## config.mk

```make
export PLATFORM = sky130hd
export DESIGN_NAME = asm_speed_counter
export DESIGN_NICKNAME = d
export VERILOG_FILES = /design/src/rtl/asm_speed_pkg.sv /design/src/rtl/key_sync2.sv /design/src/rtl/asm_speed_counter.sv
export SDC_FILE = /design/constraint.sdc
export NUM_CORES = 1
export LEC_CHECK = 0
export ABC_CLOCK_PERIOD_IN_PS = 5500
export CORE_ASPECT_RATIO = 1.25
export CORE_MARGIN = 5
export CORE_UTILIZATION = 45
export DETAILED_ROUTE_END_ITERATION = 7
export PLACE_DENSITY = 0.59
export RECOVER_POWER = 100
export SKIP_LAST_GASP = 1
export SLEW_MARGIN = 20
export SYNTH_ARGS = -nofsm -noshare
export SYNTH_HDL_FRONTEND = slang
export SYNTH_SLANG_ARGS = --single-unit
```

## constraint.sdc

```tcl
create_clock -name clock -period 5.5 [get_ports clock]
set_clock_uncertainty 0.05 [all_clocks]
set_input_delay 1.375 -clock clock [delete_from_list [all_inputs] [get_ports clock]]
set_output_delay 1.375 -clock clock [all_outputs]
set_load 0.01 [all_outputs]
```

## src/rtl/asm_speed_pkg.sv

```systemverilog
// rtl/asm_speed_pkg.sv - shared state encoding and sizing helpers for asm_speed_counter
package asm_speed_pkg;

    typedef enum logic [2:0] {
        ST_IDLE     = 3'd0,
        ST_UP       = 3'd1,
        ST_DN       = 3'd2,
        ST_HOLD     = 3'd3,
        ST_WAIT_REL = 3'd4
    } state_t;

    // Wide enough to hold the largest repeat compare value (delay/period minus two)
    function automatic int timer_width(input int dly, input int per);
        int m;
        m = (dly > per) ? dly : per;
        return (m <= 2) ? 1 : $clog2(m);
    endfunction

endpackage

```

## src/rtl/key_sync2.sv

```systemverilog
// rtl/key_sync2.sv - two-flop synchroniser for an asynchronous key input
module key_sync2 #(
    parameter logic RESET_VAL = 1'b1
) (
    input  logic clock,
    input  logic areset,
    input  logic din,
    output logic dout
);

    logic meta;

    always_ff @(posedge clock or posedge areset) begin
        if (areset) begin
            meta <= RESET_VAL;
            dout <= RESET_VAL;
        end else begin
            meta <= din;
            dout <= meta;
        end
    end

endmodule

```

## src/rtl/asm_speed_counter.sv

```systemverilog
// rtl/asm_speed_counter.sv - two-key up/down counter with ASM controller, bounds and auto-repeat
module asm_speed_counter
    import asm_speed_pkg::*;
#(
    parameter int WIDTH         = 4,
    parameter int MAX_VAL       = 2**WIDTH - 1,
    parameter int WRAP          = 0,
    parameter int REPEAT_EN     = 1,
    parameter int REPEAT_DELAY  = 25_000_000,
    parameter int REPEAT_PERIOD = 5_000_000
) (
    input  logic             clock,
    input  logic             areset,
    input  logic             key_up_n,
    input  logic             key_dn_n,
    output logic [WIDTH-1:0] count,
    output logic             step,
    output logic             dir,
    output logic             at_max,
    output logic             at_min
);

    localparam int TW = timer_width(REPEAT_DELAY, REPEAT_PERIOD);
    localparam logic [WIDTH-1:0] MAX_C = WIDTH'(MAX_VAL);
    localparam logic [TW-1:0]    DLY_C = TW'(REPEAT_DELAY - 2);
    localparam logic [TW-1:0]    PER_C = TW'(REPEAT_PERIOD - 2);

    if (MAX_VAL < 1 || longint'(MAX_VAL) > ((longint'(1) << WIDTH) - 1)) begin : g_bad_max
        $error("asm_speed_counter: MAX_VAL out of range for WIDTH");
    end
    if (REPEAT_DELAY < 2 || REPEAT_PERIOD < 2) begin : g_bad_repeat
        $error("asm_speed_counter: REPEAT_DELAY and REPEAT_PERIOD must be at least 2");
    end

    logic key_up_s;
    logic key_dn_s;
    logic up;
    logic dn;

    key_sync2 #(.RESET_VAL(1'b1)) u_sync_up (
        .clock  (clock),
        .areset (areset),
        .din    (key_up_n),
        .dout   (key_up_s)
    );

    key_sync2 #(.RESET_VAL(1'b1)) u_sync_dn (
        .clock  (clock),
        .areset (areset),
        .din    (key_dn_n),
        .dout   (key_dn_s)
    );

    assign up = ~key_up_s;
    assign dn = ~key_dn_s;

    state_t        state;
    logic [TW-1:0] timer;
    logic          first;
    logic          hold_up;

    logic             step_en;
    logic             step_up;
    logic [WIDTH-1:0] step_val;
    logic             same_key;
    logic [TW-1:0]    rpt_limit;

    // Next value for a step state; a blocked step at a saturated bound leaves step_en low
    always_comb begin
        step_en  = 1'b0;
        step_up  = 1'b0;
        step_val = count;
        if (state == ST_UP) begin
            step_up = 1'b1;
            if (count != MAX_C) begin
                step_en  = 1'b1;
                step_val = count + 1'b1;
            end else if (WRAP != 0) begin
                step_en  = 1'b1;
                step_val = '0;
            end
        end else if (state == ST_DN) begin
            if (count != '0) begin
                step_en  = 1'b1;
                step_val = count - 1'b1;
            end else if (WRAP != 0) begin
                step_en  = 1'b1;
                step_val = MAX_C;
            end
        end
    end

    assign same_key  = hold_up ? (up && !dn) : (dn && !up);
    assign rpt_limit = first ? DLY_C : PER_C;

    always_ff @(posedge clock or posedge areset) begin
        if (areset) begin
            state   <= ST_IDLE;
            count   <= '0;
            step    <= 1'b0;
            dir     <= 1'b0;
            at_max  <= 1'b0;
            at_min  <= 1'b1;
            timer   <= '0;
            first   <= 1'b0;
            hold_up <= 1'b0;
        end else begin
            step <= step_en;
            if (step_en) begin
                count  <= step_val;
                dir    <= step_up;
                at_max <= (step_val == MAX_C);
                at_min <= (step_val == '0);
            end

            case (state)
                ST_IDLE: begin
                    if (up && !dn) begin
                        state <= ST_UP;
                        first <= 1'b1;
                    end else if (dn && !up) begin
                        state <= ST_DN;
                        first <= 1'b1;
                    end
                end
                ST_UP, ST_DN: begin
                    state   <= ST_HOLD;
                    timer   <= '0;
                    hold_up <= (state == ST_UP);
                end
                ST_HOLD: begin
                    if (!up && !dn) begin
                        state <= ST_IDLE;
                    end else if (same_key) begin
                        // Timer keeps running when repeat is off; wrap-around is harmless then
                        if ((REPEAT_EN != 0) && (timer == rpt_limit)) begin
                            state <= hold_up ? ST_UP : ST_DN;
                            first <= 1'b0;
                        end else begin
                            timer <= timer + 1'b1;
                        end
                    end else begin
                        state <= ST_WAIT_REL;
                    end
                end
                ST_WAIT_REL: begin
                    if (!up && !dn) begin
                        state <= ST_IDLE;
                    end
                end
                default: state <= ST_IDLE;
            endcase
        end
    end

endmodule
```

==> key figures <==
STA
  • Max Freq: 288 MHz
  • Final setup fails: 0
  • Final Cycle Share: 63.2%
  • Unrepaired setup endpoints after global routing: no
  • Tightest Pin Transition: 2.17 ns
  • Final count of pins violating max slew: 43
  • Tmin final: 3.48 ns
  • Worst rel slew slack: -45.0%
  • Setup TNS Final: 0 ns
  • Hold Fails Final Rpt: 0

Min path
  • Min-Delay Path Class: reg -> reg

Worst setup path
  • WP data arrival: 3.38 ns
  • Worst reg2reg path depth: 6
  • Critical path type: in -> async
  • CP Launch Point: areset
  • CP endpoint kind: async pin
  • Worst R2R Start: u_sync_dn.dout
  • Worst Setup Start Kind: input pin
  • R2r setup slk: 2.85 ns
  • Worst path required time: 5.40 ns
  • Worst Setup EP: count[1]
  • Reg2reg end: timer[24]
  • Max FO, Critical Path: 42

Floorplan
  • Die area: 0.00681 mm^2
  • Initial Util: 46.6%
  • IO Pins: 12
  • Die extent in x: 74.8 um
  • Core Rows: 29
  • DIE HEIGHT: 91.1 um
  • Area of the core: 0.00508 mm^2

Route
  • Final ANT Viol Nets: 0
  • DRC: 0
  • DRT Wirelength: 5.07 mm
  • Vias per cell: 5.75
  • Pre-antenna DRT Iters: 4
  • Wirelength per Cell: 15.6 um
  • DRT iter0 DRCs: 99
  • Vias after detailed routing: 1875

Power and ir drop
  • NetSw: 419 uW
  • Int Pwr: 611 uW
  • Power share of the combinational group: 39.6%
  • Part of the power in the clock network: 18.4%
  • Pwr per Cell Area: 399 mW/mm^2
  • Reg power frac: 42.1%
  • VDD IR max: 0.313 mV
  • LEAKAGE: 0.00104 uW
  • Sw frac: 40.7%

Cells and area
  • Area added between synthesis and finish: 9.05%
  • Nets: 274
  • Final instance area: 0.00258 mm^2
  • Share of layout cells above drive strength 1: 6.44%
  • Antenna Cells: 0

Job
  • Max Cap Viol: 1

Clocking
  • Cts hold-fix bufs: 0
  • Clk_lat worst skew: 0.29 ns
  • Total clock sinks: 42
  • CTS root buf: clkbuf_8
  • Clock transition at path regs: 0.07 ns
  • CTS buffer count: 5
  • Setup Fix Bufs, Post-CTS: 0
  • Post-CTS Resized: 0
  • H-tree Lvls: 2
  • CTS tree: built
  • Clock buffer depth: 2

Logic synthesis
  • Number of synthesized flops with an enable pin: 0
  • Mapped cell area: 0.00236 mm^2
  • Syn_area_per_cell: 9.50 um^2
  • Async S/R FF share, synth: 100%
  • Yosys reg bits: 42
  • Yosys cell types: 50
  • Top cells by count, synth: dfrtp_1 (37), nor2_1 (25), nand2_1 (22)
  • Synth warnings: 0
  • Yosys top cell by area: dfrtp_1
  • Syn_nets: 260
  • Post-synth top area share: 39.2%
  • Top-count cell post-synth: dfrtp_1
  • Leading post-synthesis cells by cell area: dfrtp_1 (39%), dfstp_2 (5.6%), nand3_1 (4.4%)
  • Synth Instances: 249
  • Synth Flop Type: dfrtp_1
  • Seq/Total Area, Yosys: 44.7%

Placed design
  • Port Buffers: 11
  • GP Congestion: 0.794
  • Placed Area: 0.00254 mm^2
  • Post-DP HPWL: 3.67 mm

Global route
  • Antenna violations before repair: 0
  • Number of global-route vias before repair: 1945
  • Pin count of the biggest net entering global routing: 43
  • GRT Residual Overflow: 0
  • First-pass GRT wire length: 9.08 mm
  • GRT Overall Usage: 16.7%

Run status
  • Failing checks: max-capacitance violations, max-slew violations
  • Outcome: finished, violations left
==> flip-flops by register name, indices dropped and copies added, names as in the netlist <==
| signal | count |
|---|---|
| count | 4 |
| state | 3 |
| step | 1 |
| u_sync_dn.dout | 1 |
| dir | 1 |
| u_sync_dn.meta | 1 |
| timer | 25 |
| first | 1 |
| at_max | 1 |
| u_sync_up.meta | 1 |
| hold_up | 1 |
| u_sync_up.dout | 1 |
| at_min | 1 |
==> through the flow <==
stage	power (uW)	worst slack [ns]	hold WS (ns)	cells	utilization, %
after floorplan	738	3.11	0.295	249	-
after global placement	875	3.03	0.297	318	50.0
after detailed placement	876	3.04	0.298	318	50.0
after CTS	1070	2.71	0.309	326	51.5
after global routing	1110	1.39	0.319	326	50.8
final	1030	2.02	0.309	326	50.8
==> critical path, stage by stage <==
cell and delay, ns:
clkdlybuf4s50_1 0.40, clkinv_1 0.04, clkbuf_1 1.54
==> how the worst min path moves through the flow <==
| stage | start | slack, ns | endpoint | cells after the start |
|---|---|---|---|---|
| after floorplan | u_sync_dn.meta | 0.30 | u_sync_dn.dout | 0 |
| after global placement | u_sync_up.meta | 0.30 | u_sync_up.dout | 0 |
| after detailed placement | u_sync_dn.meta | 0.30 | u_sync_dn.dout | 0 |
| after CTS | u_sync_dn.meta | 0.31 | u_sync_dn.dout | 0 |
| after global routing | u_sync_dn.meta | 0.32 | u_sync_dn.dout | 0 |
| final | u_sync_up.meta | 0.31 | u_sync_up.dout | 0 |
==> layout make-up <==
cell class,instances,area [um^2]
fillers,495,2500
multi-input cells,190,1200
flip-flops and latches,42,1060
repair buffers,13,121
clock buffers,8,80.1
well taps,62,77.6
inverters,11,41.3
==> cells in the final DEF, fill, tap and decap left out, types with 3 or more instances in the layout <==
cell	netlist	layout
and2_0	0	3
o31ai_1	3	3
nor4_1	5	6
xor2_1	12	12
o211ai_1	5	5
dlygate4sd3_1	0	10
inv_1	11	10
clkbuf_1	4	4
or3b_2	3	3
mux2i_1	3	3
nor4bb_1	5	5
ha_1	7	7
nor3b_1	3	3
dfrtp_1	37	37
nand2_1	22	22
clkbuf_8	0	5
dfstp_2	5	4
nor3_1	7	8
o21ai_0	8	8
a21oi_1	10	10
nand3_1	21	21
nand4_1	12	12
nor2_1	25	26
==> routing by layer <==
| layer | vias to the layer above | part of all wire, % | wire [um] | global-route usage [%] |
|---|---|---|---|---|
| li1 | 935 | - | - | - |
| met1 | 910 | 45 | 2280 | 20.5 |
| met4 | 0 | 1.8 | 89 | 5.79 |
| met5 | - | 0 | 0 | 0 |
| met2 | 23 | 51 | 2590 | 28.4 |
| met3 | 7 | 2.2 | 112 | 3.31 |
==> cells by family (layout without fill, tap and decap cells) <==
| family | Yosys count | after routing | synth area share (%) |
|---|---|---|---|
| AOI/OAI and AO/OA | 40 | 40 | 11.5 |
| muxes | 3 | 3 | 1.27 |
| DFF | 42 | 42 | 44.7 |
| adders and majority gates | 7 | 7 | 3.70 |
| xor gates and xnor gates | 14 | 14 | 5.19 |
| and+or+nand+nor | 126 | 126 | 30.6 |
| buffers and inverters | 17 | 32 | 3.02 |
==> power groups by stage <==
stage | Clock, uW | Sequential, uW | Combinational, uW
3_3_place_gp | 0 | 438 | 437
4_1_cts | 199 | 434 | 440
5_1_grt | 210 | 446 | 456
3_5_place_dp | 0 | 439 | 437
2_1_floorplan | 0 | 415 | 324
6_report | 189 | 433 | 407
(Power assumes the default switching activity.)
